## config.mk

```make
export PLATFORM = sky130hd
export DESIGN_NAME = uart_rx
export DESIGN_NICKNAME = d
export VERILOG_FILES = /design/src/rtl/uart_rx.sv
export SDC_FILE = /design/constraint.sdc
export NUM_CORES = 1
export LEC_CHECK = 0
export ABC_AREA = 1
export CORE_MARGIN = 4
export CORE_UTILIZATION = 55
export DETAILED_ROUTE_END_ITERATION = 6
export PLACE_DENSITY = 0.8
export SKIP_CTS_REPAIR_TIMING = 1
export SLEW_MARGIN = 0
export SYNTH_ARGS = -nofsm -noshare
export SYNTH_HDL_FRONTEND = slang
export SYNTH_SLANG_ARGS = --single-unit
```

## constraint.sdc

```tcl
create_clock -name pClk -period 1.85 [get_ports pClk]
set_clock_uncertainty 0.1 [all_clocks]
set_input_delay 0.185 -clock pClk [delete_from_list [all_inputs] [get_ports pClk]]
set_output_delay 0.185 -clock pClk [all_outputs]
set_load 0.05 [all_outputs]
```

## src/rtl/uart_rx.sv

```systemverilog
// uart_rx: 16x-oversampled 8N1 serial receiver. It delivers correctly framed bytes
// with a one-cycle RxDone pulse and flags a low stop bit with a one-cycle FrameErr pulse.
`default_nettype none

module uart_rx #(
  parameter int CLK_DIV = 27
) (
  input  logic       pClk,
  input  logic       pReset,
  input  logic       Rx,
  output logic [7:0] RxData,
  output logic       RxDone,
  output logic       FrameErr,
  output logic       RxBusy
);

  localparam int DIV_W = $clog2(CLK_DIV);
  localparam logic [DIV_W-1:0] DIV_MAX = DIV_W'(CLK_DIV - 1);

  typedef enum logic [1:0] {
    IDLE  = 2'd0,
    START = 2'd1,
    DATA  = 2'd2,
    STOP  = 2'd3
  } state_t;

  state_t             state;
  state_t             next_state;
  logic               rx_m;
  logic               rx_s;
  logic               rx_d;
  logic [DIV_W-1:0]   div_cnt;
  logic               tick;
  logic [3:0]         os_cnt;
  logic [2:0]         bit_cnt;
  logic [7:0]         shift;
  logic               full_bit;

  // Synchroniser and history flop preset high so reset can never look like a start edge.
  always_ff @(posedge pClk or posedge pReset) begin
    if (pReset) begin
      rx_m <= 1'b1;
      rx_s <= 1'b1;
      rx_d <= 1'b1;
    end else begin
      rx_m <= Rx;
      rx_s <= rx_m;
      rx_d <= rx_s;
    end
  end

  assign tick     = (state != IDLE) && (div_cnt == DIV_MAX);
  assign full_bit = tick && (os_cnt == 4'd15);
  assign RxBusy   = (state != IDLE);

  always_ff @(posedge pClk or posedge pReset) begin
    if (pReset) begin
      state <= IDLE;
    end else begin
      state <= next_state;
    end
  end

  always_comb begin
    next_state = state;
    case (state)
      IDLE:  if (rx_d && !rx_s) next_state = START;
      START: if (tick && (os_cnt == 4'd7)) next_state = rx_s ? IDLE : DATA;
      DATA:  if (full_bit && (bit_cnt == 3'd7)) next_state = STOP;
      STOP:  if (full_bit) next_state = IDLE;
      default: next_state = IDLE;
    endcase
  end

  // Divider held in IDLE so the oversample phase is aligned to the start edge.
  always_ff @(posedge pClk or posedge pReset) begin
    if (pReset) begin
      div_cnt <= '0;
      os_cnt  <= 4'd0;
      bit_cnt <= 3'd0;
      shift   <= 8'h00;
    end else begin
      if (state == IDLE || div_cnt == DIV_MAX) begin
        div_cnt <= '0;
      end else begin
        div_cnt <= div_cnt + 1'b1;
      end

      if (state != next_state) begin
        os_cnt <= 4'd0;
      end else if (tick) begin
        os_cnt <= os_cnt + 4'd1;
      end

      if (state != DATA) begin
        bit_cnt <= 3'd0;
      end else if (full_bit) begin
        bit_cnt <= bit_cnt + 3'd1;
        shift   <= {rx_s, shift[7:1]};
      end
    end
  end

  always_ff @(posedge pClk or posedge pReset) begin
    if (pReset) begin
      RxData   <= 8'h00;
      RxDone   <= 1'b0;
      FrameErr <= 1'b0;
    end else begin
      RxDone   <= 1'b0;
      FrameErr <= 1'b0;
      if (state == STOP && full_bit) begin
        if (rx_s) begin
          RxData <= shift;
          RxDone <= 1'b1;
        end else begin
          FrameErr <= 1'b1;
        end
      end
    end
  end

endmodule

`default_nettype wire

```

==> flow_summary.ini <==
[floorplan]
die-area_sq_um = 3680
rows = 18
die_x_microns = 60.7
design.core.area_sq_um = 2570
die_h_microns = 60.7
io-pin-count = 14
initial_utilization_pct = 59.5

[sta]
fmax_mhz = 565
setup_viol = 0
finalMaxSlewViolations = 0
setup_ws_ps = 78.5
maxSlewHeadroom_pct = 64.6
whs_ps = 133
fin_crit_ps = 1770
worstMarginPinSlew_ps = 530
finalHoldViolCount = 0
fin_crit_sh_pct = 95.8

[drt]
drtIter0Drc = 39
avgViaCountPerCell = 5.17
ant_nets = 0
post_drt_wl_per_cell_microns = 13.7
drc = 0
vias = 1076
dr.pass1.iters = 4
totalWireLength_microns = 2840

[yosys]
yosysSeqAreaShare_pct = 57.6
synthCells = 154
syn-num-nets = 162
synth_top_area_share_pct = 52.5
ys_ff_latch = 35
ys_types = 27
synth.area.top_cells = dfrtp_1 (52%), nand2_1 (7.9%), dfstp_2 (5.2%), o21ai_1 (4.6%), ha_1 (4.1%)
ys_warn_count = 0
syn_area_sq_um = 1530
avgSynthCellArea_sq_um = 9.91
synth_top_area_cell = dfrtp_1

[pwr]
power_density_nw_per_um2 = 1010
leakage_nw = 0.902
ir_drop_uv = 941

[final_layout]
final_nets = 185
drive_gt1_share_pct = 20.8
mostFrequentLayoutCells = dfrtp_1 (32), nand2_1 (32), inv_1 (14), o21ai_1 (14)
diodes = 0
final_core_util_pct = 70.8
synthToLayoutAreaGrowth_pct = 19.0
fin_cells = 208

[global_route]
grt_overflow = 0
track_usage_pct = 18.3
grt_max_degree = 36
grt_first_pass_wirelength_microns = 4770
antenna_found_initial = 0
grt_pass1_vias = 1135

[setup_path]
start_kind = flop
crit_required_ps = 1560
critPathBufInv = 1
cpPeakStageDelay_ps = 800
critical_path_class = flop to output port
end_kind = output port
crit_path_top_delay_cell = clkdlybuf4s50_1
crit_fanout = 2
cp_cell_sequence = clkdlybuf4s50_1
cp.arrival_ps = 1490
r2r_setup_slack_ps = 120
critPathTopFamily = buffers and inverters

[clocking]
numCtsBuffers = 5
clk_path_buf_depth = 2
worstSkewPairLatency_ps = 330
cts_root_buf = clkbuf_4
clk_pin_slew_ps = 100
cts.htree.levels = 2
cts_tree = done
cts_sinks = 35

[placed_design]
pre_cts_ws_ps = 107
io_buffers = 13
dp_cells = 197
hpwlAfterDp_microns = 2020
routabilityCongestion = 0.839

[flow_run]
max_cap_violations = 0

[status]
run_status = complete, no violations

[min_path]
min_path_type = input pin to async pin
[Yosys cell counts, drive strengths merged]
master and count:
clkinv 2, nand4 4, dfrtp 32, xor2 4
nor3 1, ha 5, nor2 14, xnor2 2
a21oi 4, nand2 35, nand3 10, mux2i 1
inv 19, a31oi 1, o21ai 15, dfstp 3
buf 2
[stage by stage]
| step | instance area (sq um) | power (mW) | setup TNS (ps) |
|---|---|---|---|
| after floorplan | 1530 | 1.26 | 0 |
| after global placement | 1690 | 1.34 | 0 |
| after detailed placement | 1690 | 1.37 | 0 |
| after CTS | 1750 | 1.78 | 0 |
| after global routing | 1820 | 1.96 | -41.6 |
| final | 1820 | 1.84 | 0 |
[logic make-up after synthesis]
group	synth area share, %
fa+ha+maj	4.10
xor+xnor	3.44
mux	0.656
flops	57.6
compound gates	6.64
buf+inv	6.06
simple gates	21.5
[where the power goes]
part	internal, mW	total [mW]	switching [mW]
clock	0.184	0.418	0.234
sequential	0.832	0.921	0.0894
combinational	0.160	0.501	0.341
total	1.18	1.84	0.664
[path summary, 6_finish.rpt]
kind	to	cells past startpoint	from
worst min register to register	rx_s	0	rx_m
worst max-delay path	RxData[6]	1	RxData[6]
worst min-delay path	shift[6]	3	pReset
min in group pClk	rx_m	1	Rx
max in group asynchronous	rx_d	3	pReset
worst max register to register	os_cnt[1]	10	div_cnt[0]
[layout make-up]
cell class,instances,area [sq um]
tap,30,37.5
fill,197,751
clock inverter,1,5.00
multi-input combinational,96,584
sequential,35,880
timing repair buffer,18,175
clock buffer,7,55.1
inverter,21,80.1
[per-layer routing]
metal / vias to the layer above / routed length [microns] / track usage (%)
met1: 516 / 1210 / 20.9
met4: 0 / 55 / 10.5
met2: 16 / 1480 / 30.8
met3: 5 / 91 / 5.11
li1: 539 / - / -
met5: - / 0 / 0
[state kept, by name, indices dropped and copies added (netlist names)]
signal	flops
FrameErr	1
RxData	8
RxDone	1
bit_cnt	3
div_cnt	5
os_cnt	4
rx_d	1
rx_m	1
rx_s	1
shift	8
state	2
(Power assumes the default switching activity.)
